[src/rtl/nrd_seq_divider.sv]
// Sequential unsigned non-restoring divider: one quotient bit per clock through a
// shared WIDTH+1-bit add/subtract, then one remainder-correction cycle.
module nrd_seq_divider #(
   parameter int WIDTH = 8
) (
   input  logic             clk,
   input  logic             rst_n,
   input  logic             start,
   input  logic [WIDTH-1:0] dividend,
   input  logic [WIDTH-1:0] divisor,
   output logic             busy,
   output logic             done,
   output logic [WIDTH-1:0] quotient,
   output logic [WIDTH-1:0] remainder,
   output logic             div_by_zero
);

   localparam int CW = $clog2(WIDTH);

   typedef enum logic [1:0] {
      IDLE,
      ITER,
      FIX,
      ZERO
   } state_t;

   state_t           state_reg, state_next;
   logic [WIDTH:0]   a_reg, a_next;
   logic [WIDTH-1:0] q_reg, q_next;
   logic [WIDTH-1:0] d_reg, d_next;
   logic [CW-1:0]    cnt_reg, cnt_next;
   logic             busy_reg, busy_next;
   logic             done_reg, done_next;
   logic [WIDTH-1:0] quot_reg, quot_next;
   logic [WIDTH-1:0] rem_reg, rem_next;
   logic             dz_reg, dz_next;

   logic [WIDTH:0]   d_ext;
   logic [WIDTH:0]   a_shift;
   logic [WIDTH:0]   a_step;
   logic [WIDTH:0]   a_fix;

   // Single shared datapath: the sign of A chooses add or subtract of D.
   assign d_ext   = {1'b0, d_reg};
   assign a_shift = {a_reg[WIDTH-1:0], q_reg[WIDTH-1]};
   assign a_step  = a_reg[WIDTH] ? (a_shift + d_ext) : (a_shift - d_ext);
   assign a_fix   = a_reg[WIDTH] ? (a_reg + d_ext) : a_reg;

   always_ff @(posedge clk or negedge rst_n) begin
      if (!rst_n) begin
         state_reg <= IDLE;
         a_reg     <= '0;
         q_reg     <= '0;
         d_reg     <= '0;
         cnt_reg   <= '0;
         busy_reg  <= 1'b0;
         done_reg  <= 1'b0;
         quot_reg  <= '0;
         rem_reg   <= '0;
         dz_reg    <= 1'b0;
      end else begin
         state_reg <= state_next;
         a_reg     <= a_next;
         q_reg     <= q_next;
         d_reg     <= d_next;
         cnt_reg   <= cnt_next;
         busy_reg  <= busy_next;
         done_reg  <= done_next;
         quot_reg  <= quot_next;
         rem_reg   <= rem_next;
         dz_reg    <= dz_next;
      end
   end

   always_comb begin
      state_next = state_reg;
      a_next     = a_reg;
      q_next     = q_reg;
      d_next     = d_reg;
      cnt_next   = cnt_reg;
      busy_next  = busy_reg;
      done_next  = 1'b0;
      quot_next  = quot_reg;
      rem_next   = rem_reg;
      dz_next    = dz_reg;

      case (state_reg)
         IDLE: begin
            if (start) begin
               d_next     = divisor;
               q_next     = dividend;
               a_next     = '0;
               cnt_next   = CW'(WIDTH - 1);
               busy_next  = 1'b1;
               state_next = (divisor == '0) ? ZERO : ITER;
            end
         end
         ITER: begin
            a_next = a_step;
            q_next = {q_reg[WIDTH-2:0], ~a_step[WIDTH]};
            if (cnt_reg == '0) begin
               state_next = FIX;
            end else begin
               cnt_next = cnt_reg - CW'(1);
            end
         end
         FIX: begin
            a_next     = a_fix;
            quot_next  = q_reg;
            rem_next   = a_fix[WIDTH-1:0];
            dz_next    = 1'b0;
            done_next  = 1'b1;
            busy_next  = 1'b0;
            state_next = IDLE;
         end
         ZERO: begin
            // Q still holds the captured dividend here.
            quot_next  = '1;
            rem_next   = q_reg;
            dz_next    = 1'b1;
            done_next  = 1'b1;
            busy_next  = 1'b0;
            state_next = IDLE;
         end
         default: begin
            state_next = IDLE;
         end
      endcase
   end

   assign busy        = busy_reg;
   assign done        = done_reg;
   assign quotient    = quot_reg;
   assign remainder   = rem_reg;
   assign div_by_zero = dz_reg;

endmodule

[config.mk]
export PLATFORM = sky130hd
export DESIGN_NAME = nrd_seq_divider
export DESIGN_NICKNAME = d
export VERILOG_FILES = /design/src/rtl/nrd_seq_divider.sv
export SDC_FILE = /design/constraint.sdc
export NUM_CORES = 1
export LEC_CHECK = 0
export ABC_AREA = 1
export CAP_MARGIN = 10
export CORE_ASPECT_RATIO = 1.4
export CORE_UTILIZATION = 51
export DETAILED_ROUTE_END_ITERATION = 16
export PLACE_DENSITY = 0.74
export SYNTH_ARGS = -nofsm -noshare
export SYNTH_HDL_FRONTEND = slang
export SYNTH_SLANG_ARGS = --single-unit
[constraint.sdc]
create_clock -name clk -period 2.05 [get_ports clk]
set_input_delay 0.3075 -clock clk [delete_from_list [all_inputs] [get_ports clk]]
set_output_delay 0.3075 -clock clk [all_outputs]
set_load 0.005 [all_outputs]
Word-level counts from Yosys, hierarchy flattened. Index checks and enable logic that the tools add are counted.

Eq/ne operators: 6. Reduce and logical (&&, ||, !) cells: 14. Mux-type cells: 19. Bitwise operators: 1. $add $sub $neg: 4.

Operators by type and width (number): $pmux W8 S2 (3); $mux W9 (3); $pmux W9 S3 (1); $add A9 B8 Y9 (2); $reduce_and A2 Y1 (5); $sub A9 B8 Y9 (1); $logic_not A8 Y1 (1); $mux W8 (1); $mux W2 (3); $mux W3 (2); $ne A2 B2 Y1 const B (3); $pmux W2 S3 (1); $pmux W3 S2 (1); $reduce_bool A2 Y1 (3); $eq A2 B2 Y1 const B (2); $pmux W1 S2 (2); $logic_not A3 Y1 (1); $reduce_and A3 Y1 (1); $reduce_bool A3 Y1 (1); $sub A3 B1 Y3 const B (1); $eq A2 B1 Y1 const B (1); $logic_not A2 Y1 (1); $mux W1 (2); $reduce_or A2 Y1 (1); $not A1 Y1 (1).

Input port bits: 19. Output and inout bits: 19. Logic and storage cells: 54. Register bits: 49.

Depth between registers and ports, before layout.
Depth in word-level cells: 4. Depth in mapped cells: 17. Gate-level depth less buffers: 17.

Least setup slack after synthesis. OpenSTA, ideal clock, no wires.

Kind: reg2reg. Start point: reg d_reg[1]. End point: reg a_reg[7]. Clock period less this slack: 2.101 ns. Setup time: 0.117 ns. Arrival time: 1.985 ns. Required time: 1.933 ns. Setup slack: -0.051 ns. Path buffers: 0. Cell stages (with the launch flop): 15. Path through: dfrtp_1 -> inv_1 -> ha_1 -> nand2_1 -> nor2_1 -> nor2_1 -> xor2_1 -> ha_1 -> a21oi_1 -> o21a_1 -> nand3b_1 -> nand3_1 -> nand2_1 -> nand2_1 -> nand2_1.

Longest elaborated chain between the ends: 3. Elaborated cells between the ends (all ways): 6. Those cells by class: add/sub (3); mux (3).

Ends and longest elaborated chain: from (decl) (line 30) `logic [WIDTH-1:0] d_reg, d_next;`; from (signal assigned) (line 65) `d_reg <= d_next;`; $add A9 B8 Y9, or another cell as far along (line 47) `assign a_fix = a_reg[WIDTH] ? (a_reg + d_ext) : a_reg;`; $mux W9, on equally long branches (line 47, 46); $pmux W9 S3 * (line 87) `case (state_reg)`; to (signal assigned) (line 63) `a_reg <= a_next;`; to (decl) (line 28) `logic [WIDTH:0] a_reg, a_next;`.

Mark *: on every way between the ends. The rest lies on a longest branch, timed or not. A chain may end at the register's enable or synchronous reset.

Final worst setup path.
Start point: reg d_reg[1]. End point: reg a_reg[8].

Same word-level chain as after synthesis.

==> metrics.txt <==
status=complete, but fails checks; failing checks=setup timing; Synthesis Warnings=0; Hold WC Path Type=register to register; Yosys cell types=34; Routed WL=8663 µm; CP Data Arrival Time=2.57 ns; Setup Skew=0.008670 ns; Peak Freq=0.4224 GHz; r2r setup slk=-0.32 ns; Net Count, Synth=476; Num CTS Buffers=5; input/output buffers=37; PwrDens=1682 nW/µm²; clock sink total=49; Post-Syn Area=3219 µm²; sequential-to-total area share from yosys stat=0.3809; Wirelength per Cell=14.88 µm; Layout Nets=555; Area growth syn-to-layout=30.70%; routability congestion estimate=0.8917; Hold WS=0.4753 ns; Worst-Skew Late Latency=0.31 ns; detailed-route via count=3,168; crit-path most repeated cell=nand2_1; Layout fillers=489; CP Data Required Time=2.25 ns; PnR worst setup slack=-0.3173 ns; gate count of the mapped netlist=432; antenna viol nets, final=0; H-tree depth reported by CTS=2; DIE HEIGHT=96.01 µm; Crit. End Element=register; first-pass GRT wire length=13,810 µm; initial drt markers=148; Final Hold Viols=0; Vias/cell=5.443; HPWL after DPL=6242 µm; max reg flops=9; Post-route DRC=0; GRT overflow=0; # IOs=38; Worst setup SP type=register; fin crit share=1.155; crit path kind=register to register; slowest CP cell=dfrtp_2; Max VDD drop=1.145 mV; Core Area=5987 µm²; clock root cell=clkbuf_8; CTS tree=done; Clock transition at path regs=0.09 ns; ANT cells=0; Seq cells post-synth=49; Rel. slew slack=0.6385; Slew @ Worst Pin=0.5422 ns; row cnt=33; initial antenna violation count=0; Critical Path Fanout Max=4; Setup TNS Final=-1.007 ns; Max Cap Violations=0; largest net degree at the start of global routing=25; clk buf depth=2; Final Setup Violations=5; Largest stage delay, worst path=0.46 ns; number of global-route vias before repair=2,996; min cycle time layout=2.367 ns; final max-slew violation count=0; Pleak=0.002138 µW; end-of-flow core utilization=0.7028; RSZ-0062 raised after global routing=yes; DR pass1 iterations=4; share of cells above drive strength 1=0.2168; GRT Resource Usage Total=0.2639; die width=69.15 µm; Initial Util=0.5377; full die area=6639 µm²; CP Cell Sequence=nor3_4, nand2_1, o21ai_1, xor2_1, ha_1, nand2_1, nand2_2, a21oi_2, nand2_2, inv_2, nand3_2, nand3_2, nand2_1, nand2_1, nand2_1; Post-Syn Area per Cell=7.452 µm²
[cell usage in the layout, fill, tap and decap left out, types with 2 or more instances in the layout]
cell | synthesis | final
a21oi_1 | 16 | 11
a21oi_2 | 0 | 5
a22oi_1 | 8 | 8
a31oi_1 | 7 | 7
buf_4 | 2 | 42
buf_6 | 2 | 4
clkbuf_8 | 0 | 5
clkdlybuf4s50_1 | 0 | 36
clkinvlp_4 | 0 | 2
dfrtp_1 | 49 | 47
dfrtp_2 | 0 | 2
fa_2 | 0 | 2
ha_1 | 23 | 19
ha_2 | 0 | 3
inv_1 | 60 | 54
inv_2 | 4 | 9
inv_4 | 1 | 2
nand2_1 | 123 | 112
nand2_2 | 1 | 11
nand3_1 | 21 | 17
nand3_2 | 3 | 6
nand3b_1 | 2 | 2
nand4_1 | 3 | 3
nor2_1 | 35 | 28
nor2_2 | 1 | 6
nor2_4 | 1 | 3
nor3_1 | 3 | 2
o211ai_1 | 8 | 8
o21ai_0 | 26 | 15
o21ai_1 | 7 | 17
o22ai_1 | 3 | 3
xnor2_1 | 2 | 2
xor2_1 | 6 | 6
[cell type report]
class,count,area [µm²],area share
Multi-Input combinational cell,306,1819,0.4324
Inverter,65,249.0,0.05917
Sequential cell,49,1229,0.2920
Clock inverter,2,15.01,0.003568
Timing Repair Buffer,84,735.7,0.1748
Clock buffer,6,72.57,0.01725
Tap cell,70,87.58,0.02081
[path summary, 6_finish.rpt]
kind / startpoint / cells after the start / end
max in group asynchronous: rst_n / 3 / d_reg[1]$_DFFE_PN0P_
min in group asynchronous: rst_n / 2 / div_by_zero$_DFFE_PN0N_
min reg2reg: div_by_zero$_DFFE_PN0N_ / 2 / div_by_zero$_DFFE_PN0N_
max reg2reg: d_reg[1]$_DFFE_PN0P_ / 15 / a_reg[8]$_DFFE_PN0P_
min: div_by_zero$_DFFE_PN0N_ / 2 / div_by_zero$_DFFE_PN0N_
max: d_reg[1]$_DFFE_PN0P_ / 15 / a_reg[8]$_DFFE_PN0P_
[stage by stage]
step	power [µW]	setup slack [ns]	instance area (µm²)	std cells
after global placement	5551	-0.1526	3860	559
after floorplan	4165	0.004032	3241	432
final	7079	-0.3173	4208	582
after global routing	7653	-0.4205	4208	582
after detailed placement	5661	-0.1836	3860	559
after CTS	6565	-0.1510	4078	578
[power breakdown]
| part | internal, µW | switching (µW) | leakage (µW) | total (µW) |
|---|---|---|---|---|
| Combinational | 2250 | 2550 | 0.00150 | 4800 |
| Sequential | 1370 | 328 | 0.000597 | 1700 |
| Clock | 241 | 339 | 0.0000374 | 580 |
| Total | 3870 | 3210 | 0.00214 | 7080 |
[Yosys cell counts]
cell      count  area [µm²]
o21bai_1      1       7.510
a22oi_1       8       60.06
nand4_1       3       18.77
a211oi_2      1       12.51
xnor2_1       2       17.52
o31ai_2       1       12.51
a21oi_1      16       80.08
inv_4         1       6.260
a31oi_1       7       43.79
clkbuf_1      3       11.26
nor2_1       35       131.4
o22ai_1       3       18.77
buf_4         2       15.01
nand3_2       3       30.03
nor2_2        1       6.260
nand3b_1      2       15.01
o21ai_0      26       130.1
or2_2         1       6.260
xor2_1        6       52.55
inv_2         4       15.01
nor3_1        3       15.01
o21ai_1       7       35.03
dfrtp_1      49        1226
nand2_2       1       6.260
buf_6         2       22.52
nand3_1      21       105.1
nor2_4        1       11.26
o211ai_1      8       60.06
ha_1         23       287.8
buf_2         5       25.02
fa_1          2       40.04
inv_1        60       225.2
o21a_1        1       7.510
nand2_1     123       461.7
[routing by layer]
layer / track usage / part of all wire / vias to the layer above
li1: - / - / 1556
met1: 0.2972 / 0.40 / 1493
met2: 0.5032 / 0.54 / 99
met3: 0.03141 / 0.042 / 20
met4: 0.1105 / 0.024 / 0
met5: 0 / 0 / -
[worst max-delay path: cells and delay by family, from the launching register on]
kind,cells,cell delay [ns]
and+or+nand+nor,10,0.94
DFF,1,0.46
xor gates and xnor gates,1,0.18
buffers and inverters,1,0.06
adders and majority gates,1,0.30
AOI/OAI and AO/OA,2,0.33
[cell families after synthesis]
family,synth area share
and+or+nand+nor,0.2507
AOI/OAI and AO/OA,0.1454
buffers and inverters,0.09949
DFF,0.3809
adders and majority gates,0.1018
xor gates and xnor gates,0.02177
[what timing repair did]
item | 4_1_cts | 5_1_grt
endpoints found under the hold margin | 22 | 0
hold buffers | 1 | 0
cloned | 0 | 0
setup buffers | 10 | 4
setup endpoints to repair | 6 | 17
resized for setup | 18 | 41
pin swaps | 19 | 23
Note: power is estimated with default switching activity, not from simulation.
